===== src/rtl/cover_pkg.sv =====
// Shared cover-point types: the global cover-point index is a 64-bit unsigned quantity.
package cover_pkg;
  localparam int COVER_INDEX_W = 64;
  typedef logic [COVER_INDEX_W-1:0] cover_idx_t;
endpackage


===== src/rtl/cover_prio_enc.sv =====
// Combinational lowest-set-bit priority encoder over a WIDTH-bit request vector.
module cover_prio_enc #(
  parameter int WIDTH = 25,
  localparam int IDX_W = (WIDTH > 1) ? $clog2(WIDTH) : 1
) (
  input  logic [WIDTH-1:0] req_i,
  output logic [IDX_W-1:0] idx_o,
  output logic             found_o
);

  // Scan high-to-low so the last write wins with the lowest set bit.
  always_comb begin
    idx_o   = '0;
    found_o = 1'b0;
    for (int i = WIDTH - 1; i >= 0; i--) begin
      if (req_i[i]) begin
        idx_o   = IDX_W'(i);
        found_o = 1'b1;
      end
    end
  end

endmodule


===== src/rtl/cover_toggle_collector.sv =====
// Toggle-coverage collector: records first hits per point and streams each newly hit
// point's global index out through a valid/ready port, lowest pending bit first.
module cover_toggle_collector
  import cover_pkg::*;
#(
  parameter int         WIDTH       = 25,
  parameter cover_idx_t COVER_INDEX = '0,
  parameter int         COVER_TOTAL = 38253
) (
  input  logic                         clock,
  input  logic                         reset,
  input  logic [WIDTH-1:0]             valid,
  input  logic                         clear,
  output logic                         out_valid,
  input  logic                         out_ready,
  output cover_idx_t                   out_index,
  output logic [$clog2(WIDTH+1)-1:0]   hit_count,
  output logic                         all_hit
);

  localparam int CNT_W = $clog2(WIDTH + 1);
  localparam int IDX_W = (WIDTH > 1) ? $clog2(WIDTH) : 1;
  localparam logic [CNT_W-1:0] CNT_MAX = CNT_W'(WIDTH);
  localparam logic [CNT_W:0]   SUM_MAX = (CNT_W + 1)'(WIDTH);

  if (WIDTH < 1 || WIDTH > 4096) begin : g_bad_width
    $error("cover_toggle_collector: WIDTH must be in 1..4096");
  end
  if (COVER_TOTAL < WIDTH) begin : g_total_note
    $warning("cover_toggle_collector: COVER_TOTAL smaller than WIDTH");
  end

  function automatic logic [CNT_W-1:0] popcount(input logic [WIDTH-1:0] v);
    logic [CNT_W-1:0] n;
    n = '0;
    for (int i = 0; i < WIDTH; i++) n = n + CNT_W'(v[i]);
    return n;
  endfunction

  function automatic logic [CNT_W-1:0] sat_add(input logic [CNT_W-1:0] a,
                                                input logic [CNT_W-1:0] b);
    logic [CNT_W:0] s;
    s = {1'b0, a} + {1'b0, b};
    return (s > SUM_MAX) ? CNT_MAX : s[CNT_W-1:0];
  endfunction

  logic [WIDTH-1:0] hit_q, hit_d;
  logic [WIDTH-1:0] pending_q, pending_d;
  logic [WIDTH-1:0] new_hits, taken;
  logic [CNT_W-1:0] cnt_q, cnt_d;
  logic             out_valid_q, out_valid_d;
  cover_idx_t       out_index_q, out_index_d;
  logic [IDX_W-1:0] enc_idx;
  logic             enc_found;
  logic             load;

  cover_prio_enc #(.WIDTH(WIDTH)) u_prio_enc (
    .req_i  (pending_q),
    .idx_o  (enc_idx),
    .found_o(enc_found)
  );

  always_comb begin
    new_hits    = valid & ~hit_q;
    load        = !out_valid_q || out_ready;
    taken       = '0;
    out_valid_d = out_valid_q;
    out_index_d = out_index_q;
    hit_d       = hit_q;
    pending_d   = pending_q;
    cnt_d       = cnt_q;
    if (clear) begin
      // A presented item may still complete its handshake, but nothing new is loaded.
      if (out_valid_q && out_ready) out_valid_d = 1'b0;
      hit_d     = '0;
      pending_d = '0;
      cnt_d     = '0;
    end else begin
      if (load) begin
        out_valid_d = enc_found;
        if (enc_found) begin
          out_index_d = COVER_INDEX + cover_idx_t'(enc_idx);
          taken       = WIDTH'(1) << enc_idx;
        end
      end
      hit_d     = hit_q | valid;
      pending_d = (pending_q | new_hits) & ~taken;
      cnt_d     = sat_add(cnt_q, popcount(new_hits));
    end
  end

  always_ff @(posedge clock) begin
    if (!reset) begin
      hit_q       <= '0;
      pending_q   <= '0;
      cnt_q       <= '0;
      out_valid_q <= 1'b0;
      out_index_q <= '0;
    end else begin
      hit_q       <= hit_d;
      pending_q   <= pending_d;
      cnt_q       <= cnt_d;
      out_valid_q <= out_valid_d;
      out_index_q <= out_index_d;
    end
  end

  assign out_valid = out_valid_q;
  assign out_index = out_index_q;
  assign hit_count = cnt_q;
  assign all_hit   = (cnt_q == CNT_MAX);

endmodule


===== config.mk =====
export PLATFORM = sky130hd
export DESIGN_NAME = cover_toggle_collector
export DESIGN_NICKNAME = d
export VERILOG_FILES = /design/src/rtl/cover_pkg.sv /design/src/rtl/cover_prio_enc.sv /design/src/rtl/cover_toggle_collector.sv
export SDC_FILE = /design/constraint.sdc
export NUM_CORES = 1
export LEC_CHECK = 0
export ABC_CLOCK_PERIOD_IN_PS = 6700
export CORE_MARGIN = 3
export CORE_UTILIZATION = 30
export CTS_CLUSTER_DIAMETER = 100
export CTS_CLUSTER_SIZE = 16
export DETAILED_ROUTE_END_ITERATION = 8
export GPL_ROUTABILITY_DRIVEN = 0
export GPL_TIMING_DRIVEN = 0
export PLACE_DENSITY = 0.63
export SYNTH_ARGS = -nofsm -noshare
export SYNTH_HDL_FRONTEND = slang
export SYNTH_SLANG_ARGS = --single-unit

===== constraint.sdc =====
create_clock -name clock -period 6.7 [get_ports clock]
set_input_delay 1.005 -clock clock [delete_from_list [all_inputs] [get_ports clock]]
set_output_delay 1.005 -clock clock [all_outputs]
set_load 0.05 [all_outputs]

== After elaboration in Yosys (flattened, before gate mapping) ==
Index checks and enable logic that the tools add are counted.

* Register bits after elaboration: 61
* Logic and storage cells: 108
* Output and inout bits: 71
* Bits of input ports: 29

* Shift-type cells: 1
* Order comparisons: 1
* Bitwise logic cells: 8
* Eq/ne operators: 2
* $add $sub $neg: 25
* Muxes and demuxes: 57
* Reductions and logical operators: 8

{| class="wikitable"
|+ Operators with widths
! kind !! count
|-
| 5-bit two-way mux || 26
|-
| 5-bit by 1-bit adder with 5-bit output || 20
|-
| 25-bit two-way mux || 3
|-
| 25-bit bitwise AND || 2
|-
| 25-bit NOT || 2
|-
| 25-bit bitwise OR || 2
|-
| 1-bit two-way mux || 28
|-
| 1-bit by 5-bit left shift with 25-bit output, first input constant || 1
|-
| 5-bit by 5-bit adder with 6-bit output || 1
|-
| 6-bit by 5-bit > comparator with 1-bit output, second input constant || 1
|-
| 4-bit by 1-bit adder with 5-bit output || 1
|-
| 5-bit equality test, second input constant || 1
|-
| 3-bit by 1-bit adder with 4-bit output || 1
|-
| 2-bit by 1-bit adder with 3-bit output || 1
|-
| 3-bit AND reduction || 1
|-
| 3-bit OR reduction || 1
|-
| 1-bit by 1-bit adder with 2-bit output || 1
|-
| 2-bit by 1-bit != test with 1-bit output, second input constant || 1
|-
| 1-bit NOT || 2
|-
| 2-bit AND reduction || 1
|-
| 2-bit nonzero test || 1
|-
| 2-bit OR reduction || 1
|-
| 1-bit logical AND || 1
|-
| 1-bit zero test || 1
|-
| 1-bit logical OR || 1
|}

== Logic depth before layout (Yosys ltp) ==
* Depth in word-level cells: 31
* Depth in mapped cells: 18

== Cells and area by module ==
A second synthesis with hierarchy kept.

* Cell total of the unflattened synthesis: 422
* Area total of the unflattened synthesis: 3,671.0 um^2

{| class="wikitable"
|+ By module, submodules not included
! module !! sequential area each (um^2) !! instances !! area each (um^2) !! cells each
|-
| cover_toggle_collector || 1,221.2 || 1 || 3,375.7 || 373
|-
| cover_prio_enc || 0.0 || 1 || 295.3 || 49
|}

== Worst setup path before layout ==
OpenSTA, ideal clock, no wires.

* Path type: input-to-reg
* Start: input valid[14]
* End: register cnt_q[1] (netlist: hit_count[1])
* Buffers on the path: 0
* Path slack: 0.948 ns
* Data arrival time: 5.636 ns
* Stages on the path: 17
* Path through: nand2b_1 -> fa_1 -> inv_1 -> fa_1 -> inv_1 -> fa_1 -> fa_1 -> fa_1 -> fa_1 -> inv_1 -> ha_1 -> fa_1 -> a21o_1 -> a21oi_1 -> xor2_1 -> o31a_1 -> and3_1

* Word-level cells in the longest chain between the ends: 15

{| class="wikitable"
|+ Ends and longest elaborated chain
! what !! RTL line !! source
|-
| start: declaration || cover_toggle_collector.sv:12 || <nowiki>input logic [WIDTH-1:0] valid,</nowiki>
|-
| 25-bit bitwise AND (*) || cover_toggle_collector.sv:64 || <nowiki>new_hits = valid & ~hit_q;</nowiki>
|-
| 5-bit by 1-bit adder with 5-bit output (*) (11 in series) || cover_toggle_collector.sv:36 || <nowiki>for (int i = 0; i < WIDTH; i++) n = n + CNT_W'(v[i]);</nowiki>
|-
| 5-bit by 5-bit adder with 6-bit output (*) || cover_toggle_collector.sv:43 || <nowiki>s = {1'b0, a} + {1'b0, b};</nowiki>
|-
| 6-bit by 5-bit > comparator with 1-bit output || cover_toggle_collector.sv:44 || <nowiki>return (s > SUM_MAX) ? CNT_MAX : s[CNT_W-1:0];</nowiki>
|-
| 3-bit OR reduction (no source line) || n/a ||
|-
| end signal: assignment || cover_toggle_collector.sv:102 || <nowiki>cnt_q <= cnt_d;</nowiki>
|-
| end: declaration || cover_toggle_collector.sv:50 || <nowiki>logic [CNT_W-1:0] cnt_q, cnt_d;</nowiki>
|}

Every way passes the cells marked *; elsewhere a longest branch is shown, timed or not.
A chain may end at the register's enable or synchronous reset.

== Final worst setup path ==
* Start: input valid[14]
* End: register cnt_q[2] (netlist: hit_count[2])

Same word-level chain as after synthesis.

==> out/metrics.yaml <==
placement:
  dpl.cell_count: 719
  port_buffers: 40
  dp_hpwl_mm: 7.50
  dpl_cell_area_um2: 4700
clock_tree:
  htreeDepth: 3
  path_clk_slew_ns: 0.05
  insertion_delay_ns: 0.33
  numCtsBuffers: 9
  cts_root_buf: "clkbuf_16"
  cts_tree: "yes"
  cts_buffer_depth: 2
  post_cts_resized: 0
  cts.hold.buffers_added: 0
  cts.sinks: 61
  post_cts_buffers: 0
logic_synthesis:
  avgSynthCellArea_um2: 8.55
  synth_top_family_by_area: "simple AND/OR/NAND/NOR gates"
  ys_ff_latch: 61
  async_flop_share_pct: 0
  synth_compound_area_share_pct: 13.4
  yosysTopAreaCellShare_pct: 31.5
  synth_flop_cell: "dfxtp_1"
  ys_seq_area_share_pct: 31.5
  synthAdderAreaFrac_pct: 14.5
  synth.mux.area_fraction_pct: 0.776
  synth_edf_count: 0
  yosys.area_share.simple_pct: 22.3
  yosys_warnings: 0
  synth-xor-area-share_pct: 0.679
  syn_area_um2: 3870
  synth_area_leaders: "dfxtp_1 (32%), buf_4 (12%), fa_1 (10%), nor2_1 (6.9%), nand2b_1 (5.7%)"
  synth_top_cell_by_area: "dfxtp_1"
  netlist_instances: 453
  ys_types: 55
critical_path:
  critPathLaunch: "valid[14]"
  start_kind: "input pin"
  end_kind: "flip-flop"
  crit_chain: "clkdlybuf4s50_1 > nand2b_1 > fa_1 > inv_1 > fa_1 > inv_1 > fa_1 > fa_1 > fa_1 > fa_1 > inv_1 > ha_1 > fa_1 > a21o_1 > a21oi_1 > xor2_1 > o31a_1 > nor3b_1"
  setup.worst_path.class: "in2reg"
  cpPeakStageDelay_ns: 0.56
  required_ns: 6.95
  crit_fanout: 3
  cpMaxStageDelayCell: "fa_1"
  crit_top_cell: "fa_1"
  r2r-start: "hit_q[20]$_SDFF_PP0_"
  cp.arrival_ns: 6.47
layout:
  nets: 624
  drive_above_1_share_pct: 15.0
  syn2layout_area_growth_pct: 28.6
  instances_no_fill: 734
  fill_cells: 1233
  design_area_um2: 4980
  antenna_cells: 0
global_routing:
  grt_pass1_vias: 3205
  grt_antenna_before_repair: 0
  grt_pass1_wl_mm: 15.3
  grt_use_total_pct: 13.4
  grt_max_degree: 11
  overflow: 0
worst_hold_path:
  min-delay-start: "hit_q[12]$_SDFF_PP0_"
  hold_class: "reg2reg"
floorplanning:
  fp.dieH_um: 120
  ios: 100
  die_x_um: 120
  start_util_pct: 31.4
  row_count: 40
  core_um2: 12300
  dieArea_um2: 14300
power_and_ir_drop:
  max-vdd-ir-drop_mv: 0.232
  p_per_area_nw_per_um2: 402
  p_leak_nw: 2.31
routing:
  met1Wirelength_mm: 3.93
  wl_met3_um: 625
  drt_pre_antenna_iters: 4
  topRoutingLayerUsed: "met4"
  drt_iter0_markers: 224
  drtAntennaViolNets: 0
  drt-total-wl_mm: 9.18
  drt-wirelength-per-cell_um: 12.5
  dr_wl_met2_mm: 4.39
  drc: 0
  vias: 3226
  vias_per_cell: 4.40
sta:
  finalHoldWorstSlack_ns: 0.452
  finalHoldViolCount: 0
  fmax_mhz: 161
  tightest_slew_ns: 0.745
  period_needed_ns: 6.22
  setup_viol: 0
  relSlewSlack_pct: 49.9
  post-route-period-util_pct: 92.8
  rsz0062_at_grt: "no"
  tns_ns: 0
  maxSlewViolCount: 0
  skew_ns: 0.00857
run:
  drv_cap: 0
status:
  outcome: "completed"
==> routing by layer <==
metal | GRT usage (%) | up-vias
li1 | - | 1619
met1 | 16.2 | 1476
met2 | 21.7 | 111
met3 | 4.01 | 20
met4 | 6.16 | 0
met5 | 0 | -
==> synthesized netlist by cell type (3+ instances only) <==
| master | n |
|---|---|
| buf_4 | 60 |
| dfxtp_1 | 61 |
| nor3b_1 | 3 |
| nor4_1 | 6 |
| a21oi_1 | 13 |
| a211oi_1 | 3 |
| inv_1 | 42 |
| nand2b_1 | 35 |
| nor2b_1 | 10 |
| nor2_1 | 71 |
| nand2_1 | 18 |
| nor3_1 | 6 |
| mux2i_1 | 3 |
| o211ai_1 | 3 |
| clkbuf_1 | 8 |
| nor4_2 | 3 |
| ha_1 | 13 |
| o21ai_0 | 10 |
| a31oi_1 | 19 |
| fa_1 | 20 |
==> worst max-delay path, delay by kind of cell <==
family          cells  cell delay (ns)
fa+ha+maj           8             3.70
compound gates      3             0.57
xor+xnor            1             0.22
simple gates        2             0.33
buf+inv             4             0.64
==> area by class of cell <==
cell class | instances | area, um2 | area share, %
repair buffers | 40 | 400 | 8.04
clock buffers | 14 | 274 | 5.50
multi-input cells | 339 | 2220 | 44.7
clock inverters | 1 | 5.00 | 0.101
well taps | 168 | 210 | 4.22
plain buffers | 69 | 485 | 9.75
inverters | 42 | 158 | 3.17
flip-flops and latches | 61 | 1220 | 24.5
==> path summary, 6_finish.rpt <==
kind,slack [ns],cells past startpoint,end
worst max-delay path,0.48,18,hit_count[2]$_SDFF_PP0_
worst min-delay path,0.45,2,hit_q[12]$_SDFF_PP0_
worst max register to register,1.26,17,hit_count[2]$_SDFF_PP0_
worst min register to register,0.45,2,hit_q[12]$_SDFF_PP0_
==> state kept, by name (all words and copies together) (netlist names) <==
| name | flops |
|---|---|
| pending_q | 25 |
| out_valid | 1 |
| hit_q | 25 |
| hit_count | 5 |
| out_index | 5 |
==> cells in the final DEF (no fill, tap or decap), types with 9 or more instances in the layout <==
cell             netlist  layout
nor2_1                71      71
nand2b_1              35      35
a21oi_1               13      13
conb_1                 1      59
dfxtp_1               61      61
clkdlybuf4s50_1        0      40
buf_4                 60      60
nand2_1               18      18
ha_1                  13      13
a31oi_1               19      19
o21ai_0               10      10
nor2b_1               10      10
clkbuf_1               8      10
inv_1                 42      42
clkbuf_16              0       9
fa_1                  20      20
==> cell families after synthesis <==
group	count (synthesis)
muxes	3
xor gates and xnor gates	3
adders and majority gates	33
other	1
buffers and inverters	111
DFF	61
AOI/OAI and AO/OA	73
and+or+nand+nor	168
==> where the power goes <==
group | internal, mW | switching [mW] | total, mW | leakage (nW)
clock network | 0.278 | 0.156 | 0.433 | 0.139
logic | 0.491 | 0.663 | 1.15 | 1.67
registers | 0.394 | 0.0214 | 0.415 | 0.501
==> stage by stage <==
step	util (%)	setup slack [ns]	total power, mW
4_1_cts	40.4	0.488	2.02
5_1_grt	40.4	0.192	2.18
6_report	40.4	0.483	2.00
2_1_floorplan	-	0.948	1.31
3_3_place_gp	38.2	0.190	1.52
3_5_place_dp	38.2	0.168	1.57
(Power assumes the default switching activity.)
